--- src/rtl/hazard_ctrl_pkg.sv ---
// Shared encodings for the pipeline hazard controller: forwarding-select
// values consumed in EX and the controller FSM states.
package hazard_ctrl_pkg;

  localparam logic [1:0] FWD_RF = 2'd0;
  localparam logic [1:0] FWD_LS = 2'd1;
  localparam logic [1:0] FWD_WB = 2'd2;

  typedef enum logic [1:0] {
    HZ_RUN      = 2'd0,
    HZ_LDUSE    = 2'd1,
    HZ_MDU_WAIT = 2'd2,
    HZ_MEM_WAIT = 2'd3
  } hz_state_e;

endpackage

--- src/rtl/hazard_ctrl_scoreboard.sv ---
// Busy-bit array for outstanding MDU destinations with two read ports.
// A set and a clear of the same register in one cycle leaves the bit set.
module hz_scoreboard #(
  parameter int NREG  = 32,
  parameter int IDX_W = 5
) (
  input  logic             clk,
  input  logic             rst_n,
  input  logic             set_en,
  input  logic [IDX_W-1:0] set_idx,
  input  logic             clr_en,
  input  logic [IDX_W-1:0] clr_idx,
  input  logic [IDX_W-1:0] rd1_idx,
  input  logic [IDX_W-1:0] rd2_idx,
  output logic             rd1_busy,
  output logic             rd2_busy
);

  logic [NREG-1:0] busy_q;
  logic [NREG-1:0] set_vec;
  logic [NREG-1:0] clr_vec;

  always_comb begin
    set_vec = '0;
    clr_vec = '0;
    if (set_en) set_vec[set_idx] = 1'b1;
    if (clr_en) clr_vec[clr_idx] = 1'b1;
    set_vec[0] = 1'b0;
  end

  always_ff @(posedge clk) begin
    if (!rst_n) busy_q <= '0;
    else        busy_q <= (busy_q & ~clr_vec) | set_vec;
  end

  assign rd1_busy = busy_q[rd1_idx];
  assign rd2_busy = busy_q[rd2_idx];

endmodule

--- src/rtl/hazard_ctrl.sv ---
// Central hazard/forwarding controller for the IF/ID/EX/LS/WB pipeline:
// load-use and MDU stalls, redirect flush, memory freeze, perf counters.
module hazard_ctrl
  import hazard_ctrl_pkg::*;
#(
  parameter int XLEN  = 64,
  parameter int NREG  = 32,
  parameter int IDX_W = 5,
  parameter int CNT_W = 32
) (
  input  logic             clk,
  input  logic             rst_n,
  input  logic [IDX_W-1:0] rs1_idx_id,
  input  logic [IDX_W-1:0] rs2_idx_id,
  input  logic             rs1_used_id,
  input  logic             rs2_used_id,
  input  logic [IDX_W-1:0] rd_idx_ex,
  input  logic             wben_ex,
  input  logic             is_load_ex,
  input  logic [IDX_W-1:0] rd_idx_ls,
  input  logic             wben_ls,
  input  logic [IDX_W-1:0] rd_idx_wb,
  input  logic             wben_wb,
  input  logic             is_jump_ex,
  input  logic             mdu_issue_ex,
  input  logic [IDX_W-1:0] mdu_rd_ex,
  input  logic             mdu_done,
  input  logic [IDX_W-1:0] mdu_done_rd,
  input  logic             mem_busy_ls,
  output logic             stall_pc,
  output logic             stall_id,
  output logic             flush_id,
  output logic             bubble_ex,
  output logic             freeze_back,
  output logic [1:0]       rs1_fwd_sel,
  output logic [1:0]       rs2_fwd_sel,
  output logic [CNT_W-1:0] stall_cycles,
  output logic [CNT_W-1:0] flush_count
);

  if (IDX_W != $clog2(NREG) || XLEN < 32) begin : g_cfg_err
    $error("hazard_ctrl: IDX_W must equal clog2(NREG) and XLEN must be >= 32");
  end

  // WB-stage results reach EX through the regfile write-through, so the
  // WB destination is not a forwarding source here.
  logic wb_unused;
  assign wb_unused = ^{wben_wb, rd_idx_wb};

  function automatic logic hit(input logic used, input logic [IDX_W-1:0] src,
                               input logic en, input logic [IDX_W-1:0] rd);
    return used & en & (src == rd) & (rd != '0);
  endfunction

  function automatic logic [1:0] fwd_pick(input logic used, input logic [IDX_W-1:0] src);
    if (hit(used, src, wben_ex & ~is_load_ex, rd_idx_ex)) return FWD_LS;
    if (hit(used, src, wben_ls, rd_idx_ls))               return FWD_WB;
    return FWD_RF;
  endfunction

  hz_state_e state_q, state_d;
  logic      sb1_busy, sb2_busy;
  logic      load_use, mdu_hz;

  hz_scoreboard #(.NREG(NREG), .IDX_W(IDX_W)) u_sb (
    .clk      (clk),
    .rst_n    (rst_n),
    .set_en   (mdu_issue_ex & (mdu_rd_ex != '0)),
    .set_idx  (mdu_rd_ex),
    .clr_en   (mdu_done),
    .clr_idx  (mdu_done_rd),
    .rd1_idx  (rs1_idx_id),
    .rd2_idx  (rs2_idx_id),
    .rd1_busy (sb1_busy),
    .rd2_busy (sb2_busy)
  );

  assign load_use = hit(rs1_used_id, rs1_idx_id, wben_ex & is_load_ex, rd_idx_ex)
                  | hit(rs2_used_id, rs2_idx_id, wben_ex & is_load_ex, rd_idx_ex);

  // An op issuing this cycle is not yet in the scoreboard, so match it directly.
  assign mdu_hz = (rs1_used_id & sb1_busy) | (rs2_used_id & sb2_busy)
                | hit(rs1_used_id, rs1_idx_id, mdu_issue_ex, mdu_rd_ex)
                | hit(rs2_used_id, rs2_idx_id, mdu_issue_ex, mdu_rd_ex);

  always_comb begin
    state_d     = state_q;
    stall_pc    = 1'b0;
    stall_id    = 1'b0;
    flush_id    = 1'b0;
    bubble_ex   = 1'b0;
    freeze_back = 1'b0;
    if (!rst_n) begin
      state_d = HZ_RUN;
    end else if (mem_busy_ls) begin
      freeze_back = 1'b1;
      stall_pc    = 1'b1;
      stall_id    = 1'b1;
      state_d     = HZ_MEM_WAIT;
    end else if (is_jump_ex) begin
      flush_id  = 1'b1;
      bubble_ex = 1'b1;
      state_d   = HZ_RUN;
    end else if (state_q == HZ_LDUSE) begin
      // Load has moved to LS; the stalled reader proceeds and picks it up via WB.
      state_d = HZ_RUN;
    end else if (mdu_hz) begin
      stall_pc  = 1'b1;
      stall_id  = 1'b1;
      bubble_ex = 1'b1;
      state_d   = HZ_MDU_WAIT;
    end else if (load_use) begin
      stall_pc  = 1'b1;
      stall_id  = 1'b1;
      bubble_ex = 1'b1;
      state_d   = HZ_LDUSE;
    end else begin
      state_d = HZ_RUN;
    end
  end

  always_ff @(posedge clk) begin
    if (!rst_n) begin
      state_q      <= HZ_RUN;
      rs1_fwd_sel  <= FWD_RF;
      rs2_fwd_sel  <= FWD_RF;
      stall_cycles <= '0;
      flush_count  <= '0;
    end else begin
      state_q      <= state_d;
      stall_cycles <= stall_cycles + {{(CNT_W-1){1'b0}}, stall_pc};
      flush_count  <= flush_count + {{(CNT_W-1){1'b0}}, flush_id};
      if (bubble_ex) begin
        rs1_fwd_sel <= FWD_RF;
        rs2_fwd_sel <= FWD_RF;
      end else if (!freeze_back) begin
        rs1_fwd_sel <= fwd_pick(rs1_used_id, rs1_idx_id);
        rs2_fwd_sel <= fwd_pick(rs2_used_id, rs2_idx_id);
      end
    end
  end

endmodule

--- config.mk ---
export PLATFORM = sky130hd
export DESIGN_NAME = hazard_ctrl
export DESIGN_NICKNAME = d
export VERILOG_FILES = /design/src/rtl/hazard_ctrl_pkg.sv /design/src/rtl/hazard_ctrl_scoreboard.sv /design/src/rtl/hazard_ctrl.sv
export SDC_FILE = /design/constraint.sdc
export NUM_CORES = 1
export LEC_CHECK = 0
export ABC_CLOCK_PERIOD_IN_PS = 4700
export BUFFER_PORTS_ARGS = -buffer_cell sky130_fd_sc_hd__buf_2
export CORE_MARGIN = 2
export CORE_UTILIZATION = 46
export DETAILED_ROUTE_END_ITERATION = 16
export PLACE_DENSITY = 0.73
export SLEW_MARGIN = 10
export SYNTH_ARGS = -nofsm -noshare
export SYNTH_HDL_FRONTEND = slang
export SYNTH_HIERARCHICAL = 1
export SYNTH_SLANG_ARGS = --single-unit
--- constraint.sdc ---
create_clock -name clk -period 4.7 [get_ports clk]
set_input_delay 0.705 -clock clk [delete_from_list [all_inputs] [get_ports clk]]
set_output_delay 0.705 -clock clk [all_outputs]
set_load 0.02 [all_outputs]
==> impl_metrics.env, run 1 <==
export IMPL_rsz0062_at_grt="false"
export IMPL_grt_overflow=0
export IMPL_start_util_pct=47.4
export IMPL_fin_area_um2=6400
export IMPL_place_inst=883
export IMPL_port_buffer_count=113
export IMPL_syn_nets=693
export IMPL_synth_ff_type="dfxtp_1"
export IMPL_power_density_nw_per_um2=288
export IMPL_ys_seq_area_share_pct=37.6
export IMPL_cp_end_kind="flop"
export IMPL_firstDrtPassIters=5
export IMPL_yosysTopAreaCell="dfxtp_1"
export IMPL_outcome="complete, no violations"
export IMPL_cp_start_kind="input pin"
export IMPL_yosys_register_bits=102
export IMPL_final_net_count=802
export IMPL_synth_edf_count=0
export IMPL_synthToLayoutAreaGrowth_pct=17.8
export IMPL_dieHeight_um=113
export IMPL_dieArea_um2=12700
export IMPL_drv_slew=0
export IMPL_path_class="input pin to flop"
export IMPL_ir_drop_mv=0.207
export IMPL_htree_levels=3
export IMPL_cts_resized=0
export IMPL_place_congestion=0.969
export IMPL_skew_ns=0.0127
export IMPL_required_ns=4.97
export IMPL_syn_cell_area_um2=5440
export IMPL_cts_made_buffers=9
export IMPL_boundaryPins=120
export IMPL_fmaxAchievable_mhz=246
export IMPL_grt_pass1_wl_um=23200
export IMPL_vias=5083
export IMPL_hold_violations=0
export IMPL_yosys_cell_count_top_type="dfxtp_1"
export IMPL_yosys_warnings=6
export IMPL_postCtsSetupBuffers=0
export IMPL_dp_slack_ns=0.295
export IMPL_track_usage_pct=22.4
export IMPL_clockBufferDepth=2
export IMPL_setup_ws_ns=0.632
export IMPL_grt_pass1_vias=4832
export IMPL_p_leak_uw=0.00262
export IMPL_yosys_top_cells_count="dfxtp_1, nand2_1, nor2_1"
export IMPL_cts_tree="built"
export IMPL_drt_iter0_drc=421
export IMPL_syn_instance_count=642
export IMPL_syn_area_per_cell_um2=8.47
export IMPL_cp_max_fo=11
export IMPL_cp_arrival_ns=4.34
export IMPL_hold_buffers=0
export IMPL_drc_errors=0
export IMPL_synthTopCellsByArea="dfxtp_1, xor2_1, xnor2_1, mux2i_1, nand2_1"
export IMPL_wirelength_um=14600
export IMPL_hp_class="flop to flop"
export IMPL_setup_viol=0
export IMPL_diodes=0
export IMPL_wl_per_cell_um=16.2
export IMPL_placed_area_um2=6090
export IMPL_grt_start_max_net_pins=62
export IMPL_row_count=39
export IMPL_min_period_over_period_pct=86.5
export IMPL_synth_distinct_cells=54
export IMPL_max_cap_viol_count=0
export IMPL_place_hpwl_um=10500
export IMPL_tns_ns=0
export IMPL_relSlewSlack_pct=27.8
export IMPL_drive_gt1_share_pct=19.2
export IMPL_tightest_slew_ns=1.08
export IMPL_core_area_um2=11500
export IMPL_period_needed_ns=4.07
export IMPL_n_fill_cell=1058
export IMPL_antenna_found_initial=0
export IMPL_vias_per_cell=5.65
export IMPL_synthArstFlopShare_pct=0
export IMPL_clk_pin_slew_worst_paths_ns=0.07
export IMPL_cts_sinks=102
export IMPL_clockRootBuffer="clkbuf_16"
export IMPL_synth_top_area_share_pct=37.6
export IMPL_clock_latency_ns=0.35
export IMPL_stdcell_count=899
export IMPL_die_w_um=113
export IMPL_antenna_left=0
stage by stage:
stage	hold WS (ns)	power, uW	util, %
after floorplan	0.457	1000	-
after global placement	0.460	1070	53.1
after detailed placement	0.463	1070	53.1
after CTS	0.474	1850	55.8
after global routing	0.508	1910	55.8
final	0.470	1840	55.8
layout by cell type, fill, tap and decap left out, drive strengths merged, types with 3 or more instances in the layout:
cell type  count
or3            9
nor3b          5
nand3b         7
nor2          68
or4            4
nand2b         5
and2           9
a21boi        35
xor2          47
nor3          10
nor2b          4
nand4         14
clkbuf         9
mux2i         32
nand3         35
ha             4
nand2         80
and3b          3
buf          120
nor4           3
and4           3
a22oi          8
or3b           3
and3          13
inv           10
dfxtp        102
xnor2         37
a21oi         12
o21ai         43
area by class of cell:
class	count	area, um^2	area share [%]
multi-input combinational	512	3230	50.4
tap	143	179	2.79
clock inverter	7	86.3	1.35
timing repair buffer	120	618	9.65
sequential	102	2040	31.9
clock buffer	9	225	3.52
inverter	6	22.5	0.352
critical path: stages:
cell     delay, ns
buf_2         0.29
buf_4         0.25
mux2i_1       0.09
a21oi_1       0.17
nand3_1       0.09
nand2_1       0.09
a311o_1       0.15
a22o_1        0.15
a21o_1        0.14
nor2_1        0.08
o21ai_0       0.35
ha_1          0.26
ha_1          0.21
nand3_1       0.17
or4_4         0.63
or3_1         0.37
a21oi_1       0.13
routing by layer:
metal | GRT usage, % | part of all wire, %
met1 | 28.8 | 44
met2 | 37.5 | 47
met3 | 4.61 | 6.9
met4 | 7.89 | 2.2
met5 | 0 | 0
kinds of logic after synthesis:
family | after synthesis | synth area share, %
AO/OA/AOI/OAI | 113 | 13.3
XOR/XNOR | 84 | 13.5
adder cells (fa/ha/maj) | 4 | 0.921
buffers and inverters | 28 | 3.04
flip-flops | 102 | 37.6
multiplexers | 32 | 5.89
AND/OR/NAND/NOR | 279 | 25.7
state kept, by name, summed over array words and instances (netlist names):
| name | cells |
|---|---|
| u_sb/busy_q | 32 |
| state_q | 2 |
| stall_cycles | 32 |
| rs2_fwd_sel | 2 |
| rs1_fwd_sel | 2 |
| flush_count | 32 |
report_power, final:
group          total [uW]  internal, uW  switching (uW)
Sequential            875           870            4.34
Combinational         180          70.3             110
Clock                 786           428             359
Total                1840          1370             473
path summary, 6_finish.rpt:
kind | from | end | slack (ns) | depth (start not counted)
min reg2reg | rs1_fwd_sel[0]$_SDFFE_PP0N_ | rs1_fwd_sel[0]$_SDFFE_PP0N_ | 0.47 | 2
max | rs1_idx_id[1] | stall_cycles[22]$_SDFF_PN0_ | 0.63 | 17
max reg2reg | u_sb/busy_q[17]$_SDFF_PN0_ | stall_cycles[22]$_SDFF_PN0_ | 1.03 | 15
min | rs1_fwd_sel[0]$_SDFFE_PP0N_ | rs1_fwd_sel[0]$_SDFFE_PP0N_ | 0.47 | 2
No activity file was read; power rests on OpenSTA's default activity.
==> run 2, diff against run 1 <==
--- a/config.mk
+++ b/config.mk
@@ -5,7 +5,7 @@
 export SDC_FILE = /design/constraint.sdc
 export NUM_CORES = 1
 export LEC_CHECK = 0
-export ABC_CLOCK_PERIOD_IN_PS = 4700
+export ABC_CLOCK_PERIOD_IN_PS = 4200
 export BUFFER_PORTS_ARGS = -buffer_cell sky130_fd_sc_hd__buf_2
 export CORE_MARGIN = 2
 export CORE_UTILIZATION = 46
==> constraint.sdc (replaced) <==
create_clock -name clk -period 4.2 [get_ports clk]
set_input_delay 0.63 -clock clk [delete_from_list [all_inputs] [get_ports clk]]
set_output_delay 0.63 -clock clk [all_outputs]
set_load 0.02 [all_outputs]
==> run 2 against run 1 <==
Net effect:
- sequential share of layout area shrank 0.17 points
- largest power group unchanged
- core utilization grew 0.29 points
- combinational power grew 13%
- setup slack lost 0.12 ns
- flip-flop and latch count is the same
- non-clock buffer count grew 2
- power grew 11%
- critical path depth shrank 1
- register-to-register slack lost 0.29 ns
==> impl_metrics.env, run 2 (synthesis gave the netlist of run 1 again) <==
export IMPL_boundaryPins=120
export IMPL_synthToLayoutAreaGrowth_pct=18.4
export IMPL_skew_ns=0.0117
export IMPL_row_count=39
export IMPL_swShare_pct=25.1
export IMPL_rsz0062_at_grt="false"
export IMPL_grt_pass1_wl_um=23500
export IMPL_clockRootBuffer="clkbuf_16"
export IMPL_diodes=0
export IMPL_n_fill_cell=1055
export IMPL_drive_gt1_share_pct=19.4
export IMPL_max_cap_viol_count=0
export IMPL_drv_slew=0
export IMPL_postCtsSetupBuffers=0
export IMPL_wirelength_um=14200
export IMPL_start_util_pct=47.4
export IMPL_die_w_um=113
export IMPL_cp_start_kind="input pin"
export IMPL_min_period_over_period_pct=87.9
export IMPL_drc_errors=0
export IMPL_drt_iter0_drc=377
export IMPL_largest_registers="flush_count (32), stall_cycles (32), u_sb/busy_q (32)"
export IMPL_cts_made_buffers=9
export IMPL_track_usage_pct=22.9
export IMPL_final_cell_mix="buf_2, dfxtp_1, nand2_1"
export IMPL_hp_class="flop to flop"
export IMPL_slowest_stage="or4_4"
export IMPL_clock_latency_ns=0.36
export IMPL_place_hpwl_um=10500
export IMPL_core_area_um2=11500
export IMPL_final_util_pct=56.1
export IMPL_placed_area_um2=6130
export IMPL_cts_sinks=102
export IMPL_hold_buffers=0
export IMPL_grt_pass1_vias=4889
export IMPL_cts_resized=0
export IMPL_htree_levels=3
export IMPL_cp_end_kind="flop"
export IMPL_dieArea_um2=12700
export IMPL_final_net_count=804
export IMPL_p_comb_share_pct=10.0
export IMPL_power_share_clock_pct=41.9
export IMPL_power_density_nw_per_um2=317
export IMPL_wl_per_cell_um=15.8
export IMPL_place_congestion=1.02
export IMPL_hold_violations=0
export IMPL_setup_viol=0
export IMPL_relSlewSlack_pct=19.1
export IMPL_firstDrtPassIters=4
export IMPL_vias=5029
export IMPL_fin_area_um2=6440
export IMPL_cp_max_fo=8
export IMPL_clk_pin_slew_worst_paths_ns=0.07
export IMPL_outcome="complete, no violations"
export IMPL_tightest_slew_ns=1.21
export IMPL_clockBufferDepth=2
export IMPL_cts_tree="built"
export IMPL_critPathMaxStageDelay_ns=0.61
export IMPL_antenna_found_initial=0
export IMPL_port_buffer_count=113
export IMPL_vias_per_cell=5.59
export IMPL_tns_ns=0
export IMPL_grt_overflow=0
export IMPL_fmaxAchievable_mhz=271
export IMPL_p_leak_uw=0.00263
export IMPL_ir_drop_mv=0.286
export IMPL_worstPathCellList="buf_2, and2b_1, a22oi_1, nand4b_1, a21oi_1, a311o_1, a22o_1, a21o_1, nor2_1, o21ai_0, ha_1, ha_1, nand3_1, or4_4, or3_1, a21oi_1"
export IMPL_p_switching_uw=512
export IMPL_dieHeight_um=113
export IMPL_seq_power_share_pct=48.0
export IMPL_final_common_cell="buf_2"
export IMPL_grt_start_max_net_pins=61
export IMPL_antenna_left=0
export IMPL_period_needed_ns=3.69
export IMPL_required_ns=4.47
export IMPL_internal_power_uw=1530
export IMPL_stdcell_count=900
export IMPL_cp_arrival_ns=3.97
export IMPL_path_class="input pin to flop"
export IMPL_place_inst=885
run 2: path summary, 6_finish.rpt:
kind	startpoint	endpoint	slack (ns)	cells after the start
max	rs2_idx_id[2]	stall_cycles[22]$_SDFF_PN0_	0.51	16
min	rs2_fwd_sel[0]$_SDFFE_PP0N_	rs2_fwd_sel[0]$_SDFFE_PP0N_	0.47	2
max reg2reg	u_sb/busy_q[19]$_SDFF_PN0_	stall_cycles[22]$_SDFF_PN0_	0.74	15
min reg2reg	rs2_fwd_sel[0]$_SDFFE_PP0N_	rs2_fwd_sel[0]$_SDFFE_PP0N_	0.47	2
run 2: power groups by stage:
| stage | combinational [uW] | sequential [uW] | clock, uW |
|---|---|---|---|
| after floorplan | 120 | 1000 | 0 |
| after global placement | 196 | 1000 | 0 |
| after detailed placement | 203 | 1000 | 0 |
| after CTS | 203 | 979 | 881 |
| after global routing | 224 | 980 | 914 |
| final | 204 | 979 | 855 |
run 2: layer usage:
layer / track usage (%) / part of all wire (%) / vias up
li1: - / - / 2455
met1: 29.0 / 44 / 2362
met2: 38.1 / 47 / 180
met3: 4.93 / 6.3 / 32
met4: 9.51 / 2.7 / 0
met5: 0 / 0 / -
run 2: worst max-delay path, delay by kind of cell:
| kind | cells | cell delay, ns |
|---|---|---|
| fa+ha+maj | 2 | 0.45 |
| buf+inv | 1 | 0.18 |
| simple gates | 6 | 1.57 |
| compound gates | 7 | 1.13 |
run 2: cell type report:
cell class	instances	area (um^2)	share of cell area (%)
sequential	102	2040	31.7
multi-input combinational	512	3230	50.3
inverter	6	22.5	0.350
tap	143	179	2.78
clock inverter	6	75.1	1.17
clock buffer	9	225	3.50
timing repair buffer	122	658	10.2
run 2: metrics by stage:
| stage | setup WS [ns] | hold slack, ns | total power, uW |
|---|---|---|---|
| global route | 0.0402 | 0.499 | 2120 |
| finish | 0.508 | 0.468 | 2040 |
| CTS | 0.462 | 0.476 | 2060 |
| floorplan | 0.0892 | 0.457 | 1120 |
| global placement | 0.165 | 0.460 | 1200 |
| detailed placement | 0.0905 | 0.466 | 1200 |
